--- config.mk ---
export PLATFORM = sky130hd
export DESIGN_NAME = eth_rx_word_packer
export DESIGN_NICKNAME = d
export VERILOG_FILES = /design/src/rtl/eth_rx_pkg.sv /design/src/rtl/eth_rx_word_buf.sv /design/src/rtl/eth_rx_word_packer.sv
export SDC_FILE = /design/constraint.sdc
export NUM_CORES = 1
export LEC_CHECK = 0
export ABC_CLOCK_PERIOD_IN_PS = 10080
export CORE_ASPECT_RATIO = 1.5
export CORE_MARGIN = 2
export CORE_UTILIZATION = 40
export DETAILED_ROUTE_END_ITERATION = 7
export MAX_ROUTING_LAYER = met4
export PLACE_DENSITY = 0.65
export SETUP_SLACK_MARGIN = 0.15
export SLEW_MARGIN = 0
export SYNTH_ARGS = -nofsm -noshare
export SYNTH_HDL_FRONTEND = slang
export SYNTH_SLANG_ARGS = --single-unit
--- constraint.sdc ---
create_clock -name aclk -period 10.08 [get_ports aclk]
set_input_delay 2.016 -clock aclk [delete_from_list [all_inputs] [get_ports aclk]]
set_output_delay 2.016 -clock aclk [all_outputs]
set_load 0.005 [all_outputs]
--- src/rtl/eth_rx_pkg.sv ---
// Shared types for the RX byte-to-word packer: FSM states, buffered word layout, lane keep helper.
package eth_rx_pkg;

    typedef enum logic [1:0] {SYNC, IDLE, PACK, DROP} rx_pack_state_t;

    typedef struct packed {
        logic [31:0] tdata;
        logic [3:0]  tkeep;
        logic        tlast;
        logic        tuser;
    } rx_word_t;

    // Errored zero-length beat that closes a frame truncated by overflow.
    localparam rx_word_t TERM_WORD = '{tdata: 32'h0, tkeep: 4'h0, tlast: 1'b1, tuser: 1'b1};

    function automatic logic [3:0] keep_from_idx(input logic [1:0] idx);
        logic [3:0] keep;
        case (idx)
            2'd0:    keep = 4'h1;
            2'd1:    keep = 4'h3;
            2'd2:    keep = 4'h7;
            default: keep = 4'hF;
        endcase
        return keep;
    endfunction

endpackage

--- src/rtl/eth_rx_word_buf.sv ---
// Small synchronous FIFO of packed RX words; head is presented combinationally from storage.
module eth_rx_word_buf
    import eth_rx_pkg::*;
#(
    parameter int DEPTH = 4
) (
    input  logic     clk_i,
    input  logic     rst_i,
    input  logic     push_i,
    input  logic     pop_i,
    input  rx_word_t din_i,
    output rx_word_t head_o,
    output logic     full_o,
    output logic     empty_o
);
    localparam int AW = $clog2(DEPTH);

    // Pointers carry an extra wrap bit so full and empty are distinguishable.
    logic [AW:0] wr_q;
    logic [AW:0] rd_q;
    logic [AW:0] count;
    rx_word_t    mem_q [DEPTH];

    assign count   = wr_q - rd_q;
    assign full_o  = (count == (AW+1)'(DEPTH));
    assign empty_o = (wr_q == rd_q);
    assign head_o  = mem_q[rd_q[AW-1:0]];

    always_ff @(posedge clk_i or posedge rst_i) begin
        if (rst_i) begin
            wr_q <= '0;
            rd_q <= '0;
            for (int i = 0; i < DEPTH; i++) begin
                mem_q[i] <= '0;
            end
        end else begin
            if (push_i && !full_o) begin
                mem_q[wr_q[AW-1:0]] <= din_i;
                wr_q                <= wr_q + 1'b1;
            end
            if (pop_i && !empty_o) begin
                rd_q <= rd_q + 1'b1;
            end
        end
    end

endmodule

--- src/rtl/eth_rx_word_packer.sv ---
// Packs the unstallable RX MAC byte stream into 32-bit AXI-Stream words, buffering a few
// words against tready gaps and closing overflow-truncated frames with an errored terminator.
module eth_rx_word_packer
    import eth_rx_pkg::*;
#(
    parameter int DEPTH = 4,
    parameter int CNT_W = 16
) (
    input  logic             aclk,
    input  logic             areset,
    input  logic [7:0]       s_rx_data,
    input  logic             s_rx_valid,
    input  logic             s_rx_last,
    input  logic             s_rx_err,
    output logic [31:0]      m_axis_tdata,
    output logic [3:0]       m_axis_tkeep,
    output logic             m_axis_tlast,
    output logic             m_axis_tuser,
    output logic             m_axis_tvalid,
    input  logic             m_axis_tready,
    output logic [CNT_W-1:0] overflow_cnt
);
    rx_pack_state_t state_q, state_d;
    logic [1:0]       idx_q, idx_d;
    logic [31:0]      lanes_q, lanes_d;
    logic             term_pend_q, term_pend_d;
    logic [CNT_W-1:0] ovf_q, ovf_d;

    logic        buf_push, buf_pop, buf_full, buf_empty;
    rx_word_t    buf_din, buf_head;
    logic        data_push, overflow;
    logic [31:0] cur_data;

    eth_rx_word_buf #(.DEPTH(DEPTH)) u_buf (
        .clk_i  (aclk),
        .rst_i  (areset),
        .push_i (buf_push),
        .pop_i  (buf_pop),
        .din_i  (buf_din),
        .head_o (buf_head),
        .full_o (buf_full),
        .empty_o(buf_empty)
    );

    // Lanes are cleared after every word, so OR-ing in the new byte is enough.
    assign cur_data = lanes_q | (32'(s_rx_data) << {idx_q, 3'b000});

    always_comb begin
        state_d     = state_q;
        idx_d       = idx_q;
        lanes_d     = lanes_q;
        term_pend_d = term_pend_q;
        ovf_d       = ovf_q;
        data_push   = 1'b0;
        overflow    = 1'b0;
        buf_push    = 1'b0;
        buf_din     = TERM_WORD;

        if (s_rx_valid) begin
            case (state_q)
                SYNC: if (s_rx_last) state_d = IDLE;
                IDLE, PACK: begin
                    if (s_rx_last || idx_q == 2'd3) begin
                        idx_d   = 2'd0;
                        lanes_d = '0;
                        // A pending terminator must precede any new frame data.
                        if (buf_full || term_pend_q) begin
                            overflow    = 1'b1;
                            term_pend_d = 1'b1;
                            if (ovf_q != {CNT_W{1'b1}}) ovf_d = ovf_q + CNT_W'(1);
                            state_d = s_rx_last ? IDLE : DROP;
                        end else begin
                            data_push = 1'b1;
                            buf_push  = 1'b1;
                            buf_din   = '{tdata: cur_data, tkeep: keep_from_idx(idx_q),
                                          tlast: s_rx_last, tuser: s_rx_err & s_rx_last};
                            state_d   = s_rx_last ? IDLE : PACK;
                        end
                    end else begin
                        lanes_d = cur_data;
                        idx_d   = idx_q + 2'd1;
                        state_d = PACK;
                    end
                end
                DROP: if (s_rx_last) state_d = IDLE;
                default: state_d = SYNC;
            endcase
        end

        if (term_pend_q && !buf_full && !data_push) begin
            buf_push = 1'b1;
            buf_din  = TERM_WORD;
            if (!overflow) term_pend_d = 1'b0;
        end
    end

    always_ff @(posedge aclk or posedge areset) begin
        if (areset) begin
            state_q     <= SYNC;
            idx_q       <= 2'd0;
            lanes_q     <= '0;
            term_pend_q <= 1'b0;
            ovf_q       <= '0;
        end else begin
            state_q     <= state_d;
            idx_q       <= idx_d;
            lanes_q     <= lanes_d;
            term_pend_q <= term_pend_d;
            ovf_q       <= ovf_d;
        end
    end

    assign buf_pop       = m_axis_tvalid & m_axis_tready;
    assign m_axis_tvalid = !buf_empty;
    assign m_axis_tdata  = buf_head.tdata;
    assign m_axis_tkeep  = buf_head.tkeep;
    assign m_axis_tlast  = buf_head.tlast;
    assign m_axis_tuser  = buf_head.tuser;
    assign overflow_cnt  = ovf_q;

endmodule

======== Word level (Yosys, flattened, before mapping) ========
Index checks and enable logic that the tools add are counted.
word-level totals
  register bits after elaboration ......... 211
  bits in latches ......................... 0
  memory bits (writable) .................. 0
  memory bits (read-only) ................. 0
  input bits .............................. 14
  logic and storage cells ................. 99
  memories ................................ 0
operators by class
  add/sub/neg operators ................... 5
  $mul .................................... 0
  divide/modulo/power cells ............... 0
  $lt $le $gt $ge ......................... 3
  equality and inequality tests ........... 10
  shifts and indexed selects .............. 1
  mux-type cells .......................... 35
  bitwise operators ....................... 5
  reductions and logical operators ........ 17
operators by type and width
  cell                     number
  $mux W38                 8
  $bwmux W152              1
  $bmux W38 S2             1
  $demux W38 S2            1
  $mux W32                 1
  $or A32 B32 Y32          1
  $shl A8 B5 Y32           1
  $add A16 B1 Y16 const B  1
  $ne A16 B16 Y1 const B   1
  $mux W1                  15
  $mux W2                  6
  $pmux W4 S3              1
  $eq A2 B2 Y1 const B     4
  $add A3 B1 Y3 const B    2
  $ge A3 B3 Y1 const B     2
  $not A2 Y3               2
  $logic_and A1 B1 Y1      5
  $reduce_and A5 Y1        1
  $eq A2 B1 Y1 const B     2
  $logic_not A2 Y1         2
  $pmux W2 S2              1
  $reduce_and A2 Y1        2
  $reduce_or A2 Y1         2
  $eq A3 B3 Y1             1
  other kinds (8)          12

======== Logic depth before layout (Yosys ltp) ========
Gate-level depths: netlist (run 1).
  depth after elaboration ................. 11
  gate-level depth with buffers ........... 11
  gate-level depth less buffers ........... 7

======== Modules after synthesis ========
Synthesis (run 1) repeated with hierarchy kept, for this count alone.
second synthesis, totals
  cells, all modules ...................... 717
  area total of the unflattened synthesis .. 9,957.0 µm²
by module, submodules not included
  module              instances  cells an instance  area an instance (µm²)  seq. area each (µm²)
  eth_rx_word_buf     1          407                7,247.0                 3,953.8
  eth_rx_word_packer  1          310                2,710.1                 1,326.3

======== Least setup slack after synthesis (run 1) ========
Ideal clock, no wire load.
  kind .................................... reg2out
  start ................................... reg u_buf.rd_q[1]
  end ..................................... out m_axis_tvalid
  data arrival time ....................... 1.767 ns
  setup slack ............................. 6.297 ns
  cell stages (with the launch flop) ...... 7
  buffers on the path ..................... 2
  path through ............................ dfrtp_1 > buf_1 > buf_1 > inv_1 > ha_1 > and2_1 > nand2_1
between the ends
  cells in the longest elaborated chain, start to end .. 2
RTL lines
  element                   RTL line                   text
  start: declaration        eth_rx_word_buf.sv:20      logic [AW:0] rd_q;
  start signal: assignment  eth_rx_word_buf.sv:42      rd_q <= rd_q + 1'b1;
  $eq A3 B3 Y1              eth_rx_word_buf.sv:26      assign empty_o = (wr_q == rd_q);
  $logic_not A1 Y1          eth_rx_word_packer.sv:114  assign m_axis_tvalid = !buf_empty;
  end: declaration          eth_rx_word_packer.sv:19   output logic m_axis_tvalid,
No other way between the ends.

======== Final worst setup path (run 1) ========
Ends and elaborated chain as after synthesis.

==> results of run 1 <==
power breakdown:
| part | internal, mW | leakage (nW) | switching (mW) |
|---|---|---|---|
| Clock | 0.457 | 0.349 | 0.326 |
| Sequential | 1.08 | 2.87 | 0.131 |
| Combinational | 0.496 | 2.02 | 0.527 |
synthesized netlist by cell type (9+ instances only):
cell type,n,share of area [%]
nor3_1,9,0.47
xor2_1,15,1.4
mux4_2,38,8.9
nand2_1,21,0.82
dfrtp_1,211,55
nor2_1,70,2.7
mux2_2,138,16
buf_1,18,0.70
o21ai_0,10,0.52
buf_2,17,0.88
ha_1,11,1.4
a21oi_1,68,3.5
path summary, 6_finish.rpt:
kind                                                  from                           to
worst max register to register   u_buf.rd_q[1]$_DFFE_PP0P_  u_buf.mem_q[33]$_DFFE_PP0P_
min in group asynchronous                           areset    u_buf.rd_q[0]$_DFFE_PP0P_
max in group asynchronous                           areset       lanes_q[0]$_DFFE_PP0P_
worst max-delay path             u_buf.rd_q[1]$_DFFE_PP0P_                m_axis_tvalid
worst min register to register  u_buf.mem_q[0]$_DFFE_PP0P_   u_buf.mem_q[0]$_DFFE_PP0P_
worst min-delay path            u_buf.mem_q[0]$_DFFE_PP0P_   u_buf.mem_q[0]$_DFFE_PP0P_
sequential cells by signal, indices dropped and copies added (netlist names):
name and count:
u_buf.mem_q 152, lanes_q 32, overflow_cnt 16, u_buf.rd_q 3
u_buf.wr_q 3, idx_q 2, state_q 2, term_pend_q 1
layout make-up:
class	instances	area, sq um	share of cell area (%)
flip-flops and latches	211	5280	46.8
clock inverters	9	70.1	0.620
clock buffers	30	622	5.50
inverters	7	33.8	0.299
well taps	319	399	3.53
multi-input cells	445	4150	36.7
repair buffers	76	741	6.56
worst max-delay path: cells and delay by family (launching register included):
family        cells  cell delay, ps
buf+inv           3            1180
simple gates      2             280
flops             1             340
fa+ha+maj         1             330
cells by family (layout without fill, tap and decap cells):
group                      Yosys count  after routing  synth area share, %
AOI/OAI and AO/OA                   87             87                 5.19
xor gates and xnor gates            21             21                 2.06
adders and majority gates           12             12                 1.53
buffers and inverters               51            122                 2.68
DFF                                211            211                 54.8
muxes                              187            187                 26.6
and+or+nand+nor                    138            138                 7.16
stage by stage:
stage	total power, mW	hold WS [ps]
floorplan	1.93	445
global placement	2.24	458
detailed placement	2.27	470
CTS	3.06	483
global route	3.20	502
finish	3.01	480
layer usage:
metal	GRT usage, %	vias to the layer above
li1	-	2663
met1	22.1	3002
met4	4.06	0
met5	-	-
met2	30.4	87
met3	1.85	17
==> run_results.csv, run 1 <==
group,metric,value,unit
sta,max_freq,214,MHz
cells_and_area,drive_above_1_share,32.0,%
setup_path,worst_ep_required_time,8060,ps
outcome,status,"completed",
setup_path,start_kind,"flip-flop",
floorplanning,die_height,194,um
logic_synthesis,yosysSeqAreaShare,54.8,%
min_path,hold_depth,2,
cells_and_area,area_growth,17.3,%
setup_path,criticalPathCategory,"flip-flop to primary output",
drt,routed-wl-met2,11100,um
setup_path,endpoint_kind,"primary output",
power_and_ir_drop,max-vdd-ir-drop,0.120,mV
clock_network,clock-sinks,211,
setup_path,worstPathMaxFanout,41,
sta,fin_crit_sh,46.3,%
global_routing,first_global_vias,6220,
power_and_ir_drop,p_leak,5.24,nW
sta,finalCriticalPeriod,4670,ps
sta,rsz0062_at_grt,"false",
sta,fin_ws,5410,ps
logic_synthesis,synth_nets,732,
clock_network,cts.clk_slew.worst_paths,60,ps
logic_synthesis,synthesis.instances,707,
global_routing,grt_usage,17.6,%
logic_synthesis,ys_warn_count,0,
power_and_ir_drop,powerDensity,267,nW/um^2
setup_path,crit_arrival,2650,ps
global_routing,grt_max_degree,133,
logic_synthesis,synth_edf_count,0,
global_routing,grt-ovfl-total,0,
cells_and_area,fillers,2132,
cells_and_area,finalNetCount,788,
placed_design,dp_cells,1058,
drt,routedWlPerCell,18.8,um
sta,tns,0,ps
logic_synthesis,async_flop_share,100,%
clock_network,clock_path_buffers,3,
drt,wl_met3,582,um
setup_path,r2r_slack,6730,ps
placed_design,hpwlAfterDp,13200,um
logic_synthesis,ys_seq_elements,211,
placed_design,placed_area,10600,sq um
clock_network,worstSkewPairLatency,500,ps
drt,vias,5769,
drt,wl_met1,8620,um
clock_network,cts_tree,"built",
drt,drt-pass1-iter-count,4,
logic_synthesis,syn_area,9630,sq um
cells_and_area,mostFrequentLayoutCell,"dfrtp_1",
cells_and_area,design_area,11300,sq um
setup_path,rr_worst_depth,7,
drt,vias_per_cell,5.26,
cells_and_area,final_core_util,47.8,%
setup_path,cp_slowest_cell,"buf_4",
sta,finClkSkew,11.4,ps
logic_synthesis,synth.distinct_cells,42,
clock_network,root_buffer,"clkbuf_16",
floorplanning,coreArea,23700,sq um
placed_design,pre_cts_slack,5070,ps
cells_and_area,final_cell_mix,"209 x dfrtp_1, 138 x mux2_2, 70 x nor2_1",
clock_network,hold_buffers,0,
drt,drc_errors,0,
floorplanning,num_rows,69,
sta,maxSlewViolCount,0,
clock_network,cts.repair.resized,0,
clock_network,htreeDepth,1,
sta,hold_viol_final,0,
sta,slew_headroom,33.4,%
placed_design,routabilityCongestion,0.794,
floorplanning,io_pins,69,
global_routing,grt_pass1_wl,34200,um
setup_path,cp_slowest_stage_delay,540,ps
job,drv_cap,0,
setup_path,cp_cell_sequence,"buf_4 -> inv_1 -> ha_1 -> and2_1 -> nand2_1 -> clkdlybuf4s50_1",
logic_synthesis,synth_flop_cell,"dfrtp_1",
clock_network,post_cts.repair.setup_buffers,0,
drt,routed_wl,20600,um
placed_design,io_buffer_count,68,
sta,setup_viol,0,
cells_and_area,insertedDiodeCount,0,
drt,drt_iter0_drc,308,
clock_network,numCtsBuffers,22,
floorplanning,die_x,131,um
drt,routed.top_layer,"met4",
cells_and_area,instances_no_fill,1097,
sta,worst_pin_slew,1000,ps
global_routing,antenna_found_initial,0,
floorplanning,start_util,40.7,%
min_path,hold_path.class,"flip-flop to flip-flop",
logic_synthesis,syn_avg_cell_area,13.6,sq um
floorplanning,die-area,25400,sq um
drt,postRouteAntennaNets,0,
(Power assumes the default switching activity.)
==> inputs of run 2 (changes only) <==
--- a/config.mk
+++ b/config.mk
@@ -5,7 +5,7 @@
 export SDC_FILE = /design/constraint.sdc
 export NUM_CORES = 1
 export LEC_CHECK = 0
-export ABC_CLOCK_PERIOD_IN_PS = 10080
+export ABC_CLOCK_PERIOD_IN_PS = 4800
 export CORE_ASPECT_RATIO = 1.5
 export CORE_MARGIN = 2
 export CORE_UTILIZATION = 40
==> constraint.sdc (replaced) <==
create_clock -name aclk -period 4.8 [get_ports aclk]
set_input_delay 0.96 -clock aclk [delete_from_list [all_inputs] [get_ports aclk]]
set_output_delay 0.96 -clock aclk [all_outputs]
set_load 0.005 [all_outputs]
==> run 2 against run 1 <==
Net effect:
- worst setup slack worse by 4300 ps
- flip-flop and latch count is the same
- global-route usage shrank 0.50 points
- largest cell class unchanged
- largest power group unchanged
==> run_results.csv, run 2 (same netlist as run 1, synthesis figures left out) <==
group,metric,value,unit
placed_design,hpwlAfterDp,13300,um
floorplanning,num_rows,69,
power_and_ir_drop,powerDensity,550,nW/um^2
drt,drt-pass1-iter-count,4,
floorplanning,die_height,194,um
setup_path,cp_slowest_cell,"dfrtp_2",
global_routing,antenna_found_initial,1,
cells_and_area,final_cell_mix,"209 x dfrtp_1, 138 x mux2_2, 70 x nor2_1",
setup_path,crit_arrival,2690,ps
cells_and_area,design_area,11300,sq um
global_routing,first_global_vias,6174,
cells_and_area,largest_register_ffs,152,
power_and_ir_drop,finalPower,6.24,mW
clock_network,cts_tree,"built",
sta,maxSlewViolCount,0,
global_routing,met1_usage,21.3,%
clock_network,root_buffer,"clkbuf_16",
placed_design,placed_area,10700,sq um
power_and_ir_drop,p_leak,5.25,nW
sta,finalCriticalPeriod,3650,ps
sta,fin_crit_sh,76.0,%
setup_path,endpoint_kind,"primary output",
clock_network,cts.repair.resized,0,
clock_network,worstSkewPairLatency,480,ps
floorplanning,die_x,131,um
setup_path,reg2reg_from,"u_buf.rd_q[0]$_DFFE_PP0P_",
global_routing,use_met3,2.18,%
drt,drt_iter0_drc,298,
setup_path,criticalPathCategory,"flip-flop to primary output",
sta,slew_headroom,37.0,%
setup_path,regToRegEndpoint,"u_buf.mem_q[119]$_DFFE_PP0P_",
sta,max_freq,274,MHz
setup_path,cp_slowest_stage_delay,880,ps
setup_path,worst_ep_required_time,3840,ps
drt,postRouteAntennaNets,0,
job,drv_cap,0,
clock_network,htreeDepth,1,
global_routing,grt_max_degree,107,
outcome,status,"completed",
sta,finClkSkew,9.20,ps
floorplanning,coreArea,23700,sq um
floorplanning,io_pins,69,
drt,vias,5817,
setup_path,cp_cell_sequence,"buf_12 -> mux4_2 -> clkdlybuf4s50_1",
clock_network,hold_buffers,0,
min_path,worstHoldStart,"u_buf.mem_q[116]$_DFFE_PP0P_",
setup_path,worstPathMaxFanout,25,
min_path,hold_path.class,"flip-flop to flip-flop",
sta,hold_viol_final,0,
setup_path,start_kind,"flip-flop",
sta,tns,0,ps
drt,vias_per_cell,5.30,
global_routing,grt_usage,17.1,%
setup_path,r2r_slack,1720,ps
drt,routedWlPerCell,18.5,um
placed_design,io_buffer_count,68,
min_path,min_to,"u_buf.mem_q[116]$_DFFE_PP0P_",
clock_network,post_cts.repair.setup_buffers,0,
cells_and_area,area_growth,17.8,%
global_routing,grt-ovfl-total,0,
min_path,hold_depth,2,
clock_network,clock_path_buffers,3,
power_and_ir_drop,max-vdd-ir-drop,0.298,mV
sta,setup_viol,0,
clock_network,clock-sinks,211,
floorplanning,die-area,25400,sq um
clock_network,numCtsBuffers,21,
cells_and_area,mostFrequentLayoutCell,"dfrtp_1",
global_routing,grt_pass1_wl,33300,um
drt,routed_wl,20300,um
floorplanning,start_util,40.7,%
setup_path,rr_worst_depth,6,
sta,worst_pin_slew,937,ps
sta,rsz0062_at_grt,"false",
placed_design,routabilityCongestion,0.801,
global_routing,grt_busiest_layer,"met2",
clock_network,cts.clk_slew.worst_paths,60,ps
cells_and_area,finalNetCount,790,
sta,fin_hold_ws,474,ps
cells_and_area,regMostFlops,"u_buf.mem_q",
cells_and_area,drive_above_1_share,31.9,%
global_routing,gr-usage-met2,29.1,%
drt,drc_errors,0,
run 2: cell types whose count changed in the layout (fill, tap and decap cells not counted), sizes merged:
cell / previous run / this run
buf: 8 / 11
inv: 7 / 6
clkinvlp: 0 / 1
clkbuf: 30 / 31
diode: 0 / 1
bufinv: 1 / 0
clkinv: 8 / 5
run 2: final cells by class:
class / count / area, sq um
clock inverters: 5 / 28.8
fillers: 2149 / 12300
flip-flops and latches: 211 / 5280
diodes: 1 / 2.50
inverters: 7 / 30.0
repair buffers: 79 / 851
clock buffers: 31 / 603
multi-input cells: 445 / 4150
well taps: 319 / 399
run 2: routing by layer:
metal | vias to the layer above | wire [um]
met4 | 0 | 376
met1 | 3014 | 8530
met3 | 28 | 673
met5 | - | 0
met2 | 107 | 10700
li1 | 2668 | -
run 2: worst max-delay path, delay by kind of cell (launching register included):
kind                   cells  cell delay, ps
buffers and inverters      2             750
flip-flops                 1             880
multiplexers               1             560
run 2: report_power, final:
group	switching [mW]	total, mW	internal [mW]
Clock	0.646	1.51	0.868
Combinational	1.03	2.11	1.08
Sequential	0.352	2.61	2.26
Total	2.03	6.24	4.21
run 2: worst max path at each step:
stage,start,end,slack [ps],cells past startpoint
3_5_place_dp,s_rx_last,u_buf.mem_q[4]$_DFFE_PP0P_,940,6
2_1_floorplan,areset,idx_q[0]$_DFFE_PP0P_,1100,1
4_1_cts,u_buf.rd_q[0]$_DFFE_PP0P_,m_axis_tdata[27],1070,3
5_1_grt,u_buf.rd_q[0]$_DFFE_PP0P_,m_axis_tdata[27],1010,3
6_report,u_buf.rd_q[0]$_DFFE_PP0P_,m_axis_tdata[26],1150,3
3_3_place_gp,s_rx_last,u_buf.mem_q[1]$_DFFE_PP0P_,1000,6
run 2: metrics by stage:
step                util (%)  std cells  setup WS (ps)
global route            48.0       1098           1010
detailed placement      45.3       1061            940
finish                  48.0       1098           1150
floorplan                  -        707           1100
global placement        45.3       1061           1000
CTS                     48.0       1097           1070
